### config.mk
export PLATFORM = sky130hd
export DESIGN_NAME = uart_rx
export DESIGN_NICKNAME = d
export VERILOG_FILES = /design/src/rtl/uart_pkg.sv /design/src/rtl/uart_rx_sampler.sv /design/src/rtl/uart_rx.sv
export SDC_FILE = /design/constraint.sdc
export NUM_CORES = 1
export LEC_CHECK = 0
export ABC_AREA = 1
export CAP_MARGIN = 30
export CORE_UTILIZATION = 40
export CTS_CLUSTER_DIAMETER = 150
export CTS_CLUSTER_SIZE = 12
export DETAILED_ROUTE_END_ITERATION = 10
export GPL_TIMING_DRIVEN = 0
export PLACE_DENSITY = 0.65
export SYNTH_ARGS = -nofsm -noshare
export SYNTH_HDL_FRONTEND = slang
export SYNTH_SLANG_ARGS = --single-unit
export TNS_END_PERCENT = 20
### constraint.sdc
create_clock -name clk -period 1.85 [get_ports clk]
set_input_delay 0.185 -clock clk [delete_from_list [all_inputs] [get_ports clk]]
set_output_delay 0.185 -clock clk [all_outputs]
set_load 0.02 [all_outputs]
### src/rtl/uart_pkg.sv
// Shared UART encodings: frame length, parity selection and FSM state types.
// Latency: n/a (types, constants and pure functions only).
// Backpressure: n/a.
package uart_pkg;

    // len field: number of data bits minus five
    localparam logic [1:0] LEN_5 = 2'b00;
    localparam logic [1:0] LEN_6 = 2'b01;
    localparam logic [1:0] LEN_7 = 2'b10;
    localparam logic [1:0] LEN_8 = 2'b11;

    // parity_type field; 2'b11 is reserved and behaves as no parity
    localparam logic [1:0] PAR_NONE = 2'b00;
    localparam logic [1:0] PAR_ODD  = 2'b01;
    localparam logic [1:0] PAR_EVEN = 2'b10;
    localparam logic [1:0] PAR_RSVD = 2'b11;

    typedef enum logic [2:0] {
        RX_IDLE,
        RX_START,
        RX_DATA,
        RX_PARITY,
        RX_STOP
    } rx_state_t;

    typedef enum logic [2:0] {
        TX_IDLE,
        TX_START,
        TX_DATA,
        TX_PARITY,
        TX_STOP
    } tx_state_t;

    // Number of data bits carried by a frame (5..8)
    function automatic logic [3:0] data_bits(input logic [1:0] len);
        return 4'd5 + {2'b00, len};
    endfunction

    // Only odd and even carry a parity bit on the wire
    function automatic logic parity_enabled(input logic [1:0] ptype);
        return (ptype == PAR_ODD) || (ptype == PAR_EVEN);
    endfunction

endpackage

### src/rtl/uart_rx_sampler.sv
// Line front end: synchronizer, per-tick previous sample, falling-edge flag, bit value (UART_RX_MAJORITY_EN selects 2-of-3 vote).
// Latency: SYNC_STAGES clk from data_in to line; bit_val/fall are combinational from registered state.
// Backpressure: none; free-running, history advances only on sample_tick.
module uart_rx_sampler #(
    parameter int SYNC_STAGES = 2
) (
    input  logic clk,
    input  logic rst_n,
    input  logic sample_tick,
    input  logic data_in,
    output logic bit_val,
    output logic fall
);

    logic [SYNC_STAGES-1:0] sync_q;
    logic                   line;
    logic                   prev_q;

    // Synchronizer chain; resets to the idle (high) line level
    always_ff @(posedge clk or negedge rst_n) begin
        if (!rst_n) begin
            sync_q <= '1;
        end else begin
            sync_q <= {sync_q[SYNC_STAGES-2:0], data_in};
        end
    end

    assign line = sync_q[SYNC_STAGES-1];

    // Line value seen on the previous sample tick
    always_ff @(posedge clk or negedge rst_n) begin
        if (!rst_n) begin
            prev_q <= 1'b1;
        end else if (sample_tick) begin
            prev_q <= line;
        end
    end

    // High-to-low between consecutive ticks; the FSM qualifies it with sample_tick
    assign fall = prev_q & ~line;

`ifdef UART_RX_MAJORITY_EN
    logic prev2_q;

    // Second history stage for the three-sample vote
    always_ff @(posedge clk or negedge rst_n) begin
        if (!rst_n) begin
            prev2_q <= 1'b1;
        end else if (sample_tick) begin
            prev2_q <= prev_q;
        end
    end

    // Vote over the current tick and the two ticks before it
    assign bit_val = (line & prev_q) | (line & prev2_q) | (prev_q & prev2_q);
`else
    assign bit_val = line;
`endif

endmodule

### src/rtl/uart_rx.sv
// UART receiver: 16x oversampled, 5-8 data bits LSB first, optional odd/even parity, one stop bit.
// Latency: rx_valid one clk after the tick that samples the stop-bit centre (~9.5 bit times for 8N1).
// Backpressure: none; word and flags hold until the next rx_valid, host must capture before then.
// Build option UART_RX_MAJORITY_EN: 2-of-3 vote around each bit centre instead of one sample.
module uart_rx #(
    parameter int OVERSAMPLE  = 16,
    parameter int SYNC_STAGES = 2
) (
    input  logic       clk,
    input  logic       rst_n,
    input  logic       sample_tick,
    input  logic       data_in,
    input  logic [1:0] len,
    input  logic [1:0] parity_type,
    output logic [7:0] rx_data,
    output logic       rx_valid,
    output logic       parity_error,
    output logic       framing_error,
    output logic       rx_active,
    output logic       rx_done
);

    import uart_pkg::*;

    localparam int             CW        = $clog2(OVERSAMPLE);
    // Start bit is checked half a bit after the edge; later bits one full bit apart
    localparam logic [CW-1:0]  HALF_LAST = CW'(OVERSAMPLE / 2 - 1);
    localparam logic [CW-1:0]  BIT_LAST  = CW'(OVERSAMPLE - 1);

    rx_state_t     state;
    logic [CW-1:0] cnt;
    logic [2:0]    bit_idx;
    logic [1:0]    len_q;
    logic [1:0]    ptype_q;
    logic [7:0]    shift_q;
    logic          par_acc;
    logic          pe_pend;
    logic          bit_val;
    logic          fall;
    logic [7:0]    word_aligned;

    uart_rx_sampler #(
        .SYNC_STAGES (SYNC_STAGES)
    ) u_sampler (
        .clk         (clk),
        .rst_n       (rst_n),
        .sample_tick (sample_tick),
        .data_in     (data_in),
        .bit_val     (bit_val),
        .fall        (fall)
    );

    // Bits enter at the top of shift_q, so a short word sits high; shift it down by 8-(len+5)
    assign word_aligned = shift_q >> (2'd3 - len_q);

    // Receive FSM: every step is gated by sample_tick; rx_valid is a one-clk pulse
    always_ff @(posedge clk or negedge rst_n) begin
        if (!rst_n) begin
            state         <= RX_IDLE;
            cnt           <= '0;
            bit_idx       <= '0;
            len_q         <= LEN_8;
            ptype_q       <= PAR_NONE;
            shift_q       <= '0;
            par_acc       <= 1'b0;
            pe_pend       <= 1'b0;
            rx_data       <= '0;
            rx_valid      <= 1'b0;
            parity_error  <= 1'b0;
            framing_error <= 1'b0;
            rx_active     <= 1'b0;
            rx_done       <= 1'b1;
        end else begin
            rx_valid <= 1'b0;
            if (sample_tick) begin
                case (state)
                    RX_IDLE: begin
                        // Frame format is frozen here so mid-frame changes are ignored
                        if (fall) begin
                            len_q     <= len;
                            ptype_q   <= parity_type;
                            cnt       <= '0;
                            state     <= RX_START;
                            rx_active <= 1'b1;
                            rx_done   <= 1'b0;
                        end
                    end
                    RX_START: begin
                        if (cnt == HALF_LAST) begin
                            cnt <= '0;
                            if (bit_val) begin
                                // Line back high at mid-start: treat as a glitch
                                state     <= RX_IDLE;
                                rx_active <= 1'b0;
                                rx_done   <= 1'b1;
                            end else begin
                                state   <= RX_DATA;
                                bit_idx <= '0;
                                par_acc <= 1'b0;
                                pe_pend <= 1'b0;
                            end
                        end else begin
                            cnt <= cnt + 1'b1;
                        end
                    end
                    RX_DATA: begin
                        if (cnt == BIT_LAST) begin
                            cnt     <= '0;
                            shift_q <= {bit_val, shift_q[7:1]};
                            par_acc <= par_acc ^ bit_val;
                            bit_idx <= bit_idx + 1'b1;
                            if ({1'b0, bit_idx} == data_bits(len_q) - 4'd1) begin
                                state <= parity_enabled(ptype_q) ? RX_PARITY : RX_STOP;
                            end
                        end else begin
                            cnt <= cnt + 1'b1;
                        end
                    end
                    RX_PARITY: begin
                        if (cnt == BIT_LAST) begin
                            cnt     <= '0;
                            // Odd wants total XOR of 1, even wants 0
                            pe_pend <= (par_acc ^ bit_val) != (ptype_q == PAR_ODD);
                            state   <= RX_STOP;
                        end else begin
                            cnt <= cnt + 1'b1;
                        end
                    end
                    RX_STOP: begin
                        if (cnt == BIT_LAST) begin
                            cnt           <= '0;
                            rx_data       <= word_aligned;
                            parity_error  <= pe_pend;
                            framing_error <= ~bit_val;
                            rx_valid      <= 1'b1;
                            rx_active     <= 1'b0;
                            rx_done       <= 1'b1;
                            state         <= RX_IDLE;
                        end else begin
                            cnt <= cnt + 1'b1;
                        end
                    end
                    default: begin
                        state     <= RX_IDLE;
                        rx_active <= 1'b0;
                        rx_done   <= 1'b1;
                    end
                endcase
            end
        end
    end

endmodule

# ---- Word level (Yosys, flattened, before mapping)
# Index checks and enable logic that the tools add are counted.
dict set report classes {
  bitwise 4
  shift 1
  reduce_logical 15
  eq_ne 18
  n_mux 36
  add_sub_neg 5
}
# cell count
set ops {}
lappend ops {{$mux 3} 10}
lappend ops {{$mux 1} 15}
lappend ops {{$pmux 3 s5} 1}
lappend ops {{$ne 2x2->1 const B} 7}
lappend ops {{$mux 4} 3}
lappend ops {{$pmux 4 s3} 1}
lappend ops {{$reduce_and 3->1} 4}
lappend ops {{$reduce_and 5->1} 2}
lappend ops {{$pmux 1 s4} 2}
lappend ops {{$shr 8x2->8} 1}
lappend ops {{$reduce_and 7->1} 1}
lappend ops {{$eq 3x2->1 const B} 2}
lappend ops {{$pmux 3 s2} 1}
lappend ops {{$reduce_and 6->1} 1}
lappend ops {{$add 3x2->4 const A} 1}
lappend ops {{$add 4x1->4 const B} 1}
lappend ops {{$eq 3x4->1} 1}
lappend ops {{$eq 4x3->1 const B} 1}
lappend ops {{$eq 4x4->1 const B} 1}
lappend ops {{$pmux 1 s2} 2}
lappend ops {{$reduce_bool 2->1} 2}
lappend ops {{$sub 4x1->4 const B} 1}
lappend ops {{$add 3x1->3 const B} 1}
lappend ops {{$eq 3x1->1 const B} 1}
lappend ops {{15 further kinds} 16}
dict set report word_totals {
  ff_bits 40
  wordCells 95
}

# ---- Logic depth before layout (Yosys ltp)
dict set report depth {
  ltp_word 6
  ltp_mapped 10
  ltp_nobuf 10
}

# ---- Cells and area by module
# A second synthesis with hierarchy kept.
dict set report unflattened {
  cells_unflattened 258
  hier_area_um2 2133.3
}
# module seq_area_each_um2 area_per_inst_um2 cells_per_inst n_inst
set by_module_without_submodules {}
lappend by_module_without_submodules {uart_rx 929.6 2031.9 249 1}
lappend by_module_without_submodules {uart_rx_sampler 78.8 101.3 9 1}

# ---- Least setup slack after synthesis
# No wires, ideal clock.
dict set report synth_timing {
  path_type {register to register}
  start {register cnt[0]}
  end {register shift_q[7]}
  required_time_ns 1.731
  path_slack_ns 0.444
  arrival_ns 1.287
  stages_incl_launch_ff 10
  setup_ns 0.119
  period_less_slack_ns 1.406
  n_path_buf 1
  cell_sequence {dfrtp_1 -> ha_1 -> nand2_2 -> nor2_4 -> inv_4 -> nor2_8 -> nand2_4 -> buf_6 -> nand2_1 -> o21ai_2}
}
dict set report synth_between {
  elab_chain_cells 2
}
# element line_no
set synth_lines {}
lappend synth_lines {{start: declaration} uart_rx.sv:31} ;# logic [CW-1:0] cnt;
lappend synth_lines {{start signal: assignment} uart_rx.sv:103} ;# cnt <= cnt + 1'b1;
lappend synth_lines {{start signal: assignment} uart_rx.sv:116} ;# cnt <= cnt + 1'b1;
lappend synth_lines {{start signal: assignment} uart_rx.sv:126} ;# cnt <= cnt + 1'b1;
lappend synth_lines {{$eq 4x4->1} uart_rx.sv:107} ;# if (cnt == BIT_LAST) begin
lappend synth_lines {{$reduce_and 3->1 (no source line)} --}
lappend synth_lines {{end signal: assignment} uart_rx.sv:109} ;# shift_q <= {bit_val, shift_q[7:1]};
lappend synth_lines {{end: declaration} uart_rx.sv:35} ;# logic [7:0] shift_q;
# Every way passes these cells.
# A chain may end at the register's enable or synchronous reset.

# ---- Final worst setup path
dict set report layout_timing {
  start {register rx_done}
  end {output rx_done}
}
# element line_no
set layout_rtl {}
lappend layout_rtl {{start: declaration} uart_rx.sv:20} ;# output logic rx_done
lappend layout_rtl {{start signal: assignment} uart_rx.sv:72} ;# rx_done <= 1'b1;
lappend layout_rtl {{start signal: assignment} uart_rx.sv:85} ;# rx_done <= 1'b0;
lappend layout_rtl {{start signal: assignment} uart_rx.sv:95} ;# rx_done <= 1'b1;
# No word-level cell between the ends.

==> run metrics <==
Buf+Inv Stages, Crit Path=1; WL/cell=11.5 um; CTS tree=built; Cells after Synth=between 200 and 300; Rows=25; Slew Limit Fails=0; dominant cell type by area after synthesis=dfrtp_1; initial antenna violation count=0; sequential area share after synthesis=0.482; Final Skew=approximately 0.0043 ns; outcome=finished with violations; cell family with most CP delay=buffers and inverters; antenna cells=0; DP Worst Slack=between 0.1 and 0.15 ns; die width=around 74 um; largest net degree at the start of global routing=between 40 and 50; maximum root-to-sink buffer count=2; #FFs+latches synth=40; syn nets=~270; critical path data required time=1.66 ns; Starting DRT DRC Count=80; area delta synth->final=19.4%; violated checks=negative hold slack; DIE AREA=~0.0055 mm^2; vias in the first global route=approximately 1600; Crit Path Max Fanout=2; Max rail drop VDD=roughly 700 uV; ys async rst share=1.00; P per Cell Area=1170 mW/mm^2; Fmax=slightly above 600 MHz; fin crit period=1.61 ns; share of cells above drive strength 1=0.170; CP peak stage delay=0.60 ns; period utilization=0.872; CP Launch Type=flip-flop; leakage power=1.22 nW; clock network latency to the later pin of the worst-skew pair=0.29 ns; first-pass GRT wire length=about 6.9 mm; HPWL Detailed=2.96 mm; Inserted Clock Buffers=5; Starting Density=0.429; max cap viols=0; yosys warns=0; worst hold slack=-0.00973 ns; critical path, cell by cell=clkdlybuf4s50_1; # setup viols final=0; busiest layer in global routing=met2; Synth top area share=0.406; met3 usage=0.0407; Finished Cell Area=about 0.0025 mm^2; Post CTS Setup Buffer Count=0; Die Y=74.3 um; EDFF count, synth=0; unique cell type count in the Yosys netlist=29; Fin. Hold Viols=7; grt met2 use=0.269; Fin Setup TNS=0 ns; Finished Core Util=0.512; Area contributors post-synth=dfrtp_1 41%, nand2_1 15%, dfstp_2 7.5%; CP max-delay cell=clkdlybuf4s50_1; post-CTS sizing=0; RSZ-0062 raised after global routing=no; Root Driver=clkbuf_8; Hold Crit Class=input pin to async pin; via count=roughly 1700; endpoint class of the critical path=output pin; Main synth FF type=dfrtp_1; clock slew at reported path FFs=roughly 0.080 ns; core area=0.00488 mm^2; clock sink total=40; final wirelength=around 4 mm; htree depth=2; DR vias/cell=4.81; final net count=just under 300; cell total after placement=between 300 and 400; Slew HR=0.428; IO Port Bufs=20; Layout Cells excl Fill=between 300 and 400; Setup CP Type=flip-flop to output pin; hold_buf cts=0; Total GRT Usage=0.168; Synth Area per Inst=8.24 um^2; DR pass1 iterations=4; area of placed instances=~0.0024 mm^2; gp weighted congestion=between 0.8 and 0.9; # IOs=21; grt met1 use=0.219; Slew @ Worst Pin=0.858 ns; final antenna-violating net count=0; GRT overflow=0; detailed-route DRC error count=0; arrival time at the worst endpoint=1.43 ns; synthesized cell area=around 0.0021 mm^2; final worst slack=0.237 ns
==> layer usage <==
metal	up-vias	wire length [um]
met5	-	0
met4	0	68
met3	6	197
met2	51	1750
met1	758	2000
li1	864	-
==> synthesized netlist by cell type (2+ instances only) <==
cell,n
ha_1,3
nand2_1,82
buf_2,2
a21oi_1,7
dfstp_2,6
nand2_4,2
inv_2,2
nor2_1,18
a21oi_2,3
inv_1,22
dfrtp_1,34
nand3_1,16
nor2_2,3
o21ai_0,25
nor2_4,4
xor2_1,2
o21ai_2,6
nand2_2,4
nand3_2,2
xnor2_1,2
==> per-stage QoR <==
stage / hold slack [ns] / power, mW
CTS: 0.0393 / 2.95
finish: -0.00973 / 2.92
global route: 0.0804 / 3.13
detailed placement: 0.347 / 2.15
global placement: 0.346 / 2.13
floorplan: -0.111 / 1.88
==> state kept, by name, summed over array words and instances, names as in the netlist <==
register          count
rx_done               1
rx_valid              1
ptype_q               2
pe_pend               1
len_q                 2
rx_data               8
state                 3
rx_active             1
cnt                   4
framing_error         1
parity_error          1
u_sampler.sync_q      2
shift_q               8
bit_idx               3
par_acc               1
u_sampler.prev_q      1
==> final cells by class <==
cell class,count,area [um^2]
repair buffers,20,195
clock inverters,1,30.0
inverters,26,100
fillers,502,2380
plain buffers,4,26.3
flip-flops and latches,40,1010
clock buffers,7,96.3
well taps,67,83.8
multi-input cells,184,958
==> logic make-up after synthesis <==
logic type | synth area share
buffers and inverters | 0.0604
XOR/XNOR | 0.0167
AND/OR/NAND/NOR | 0.303
AO/OA/AOI/OAI | 0.120
flip-flops | 0.482
adder cells (fa/ha/maj) | 0.0179
==> worst paths after layout <==
check                               startpoint                   to  slack (ns)  cells past startpoint
max in group asynchronous                rst_n               cnt[1]        1.31                      1
setup reg to reg                      len_q[1]             state[1]        0.25                      9
hold / removal                           rst_n             state[1]       -0.01                      1
setup / recovery                       rx_done              rx_done        0.24                      1
hold reg to reg            u_sampler.sync_q[0]  u_sampler.sync_q[1]        0.36                      0
min in group clk                       data_in  u_sampler.sync_q[0]        0.29                      1
==> where the power goes <==
part	internal [mW]	switching, mW
Combinational	0.332	0.652
Sequential	1.02	0.134
Clock	0.476	0.302
Total	1.83	1.09
==> cell usage in the layout (no fill, tap or decap), types with 2 or more instances in the layout <==
cell type / netlist / layout
nand2_1: 82 / 82
nand3_1: 16 / 16
buf_2: 2 / 3
inv_2: 2 / 2
inv_1: 22 / 22
a21oi_1: 7 / 7
xnor2_1: 2 / 2
clkdlybuf4s50_1: 0 / 19
nand2_4: 2 / 2
o21ai_0: 25 / 25
dfstp_2: 6 / 6
nor2_1: 18 / 18
clkbuf_8: 0 / 7
ha_1: 3 / 3
nand3_2: 2 / 2
o21ai_2: 6 / 6
a21oi_2: 3 / 3
xor2_1: 2 / 2
dfrtp_1: 34 / 34
nand2_2: 4 / 4
nor2_2: 3 / 3
nor2_4: 4 / 4
Power figures use the tool's default switching activity.
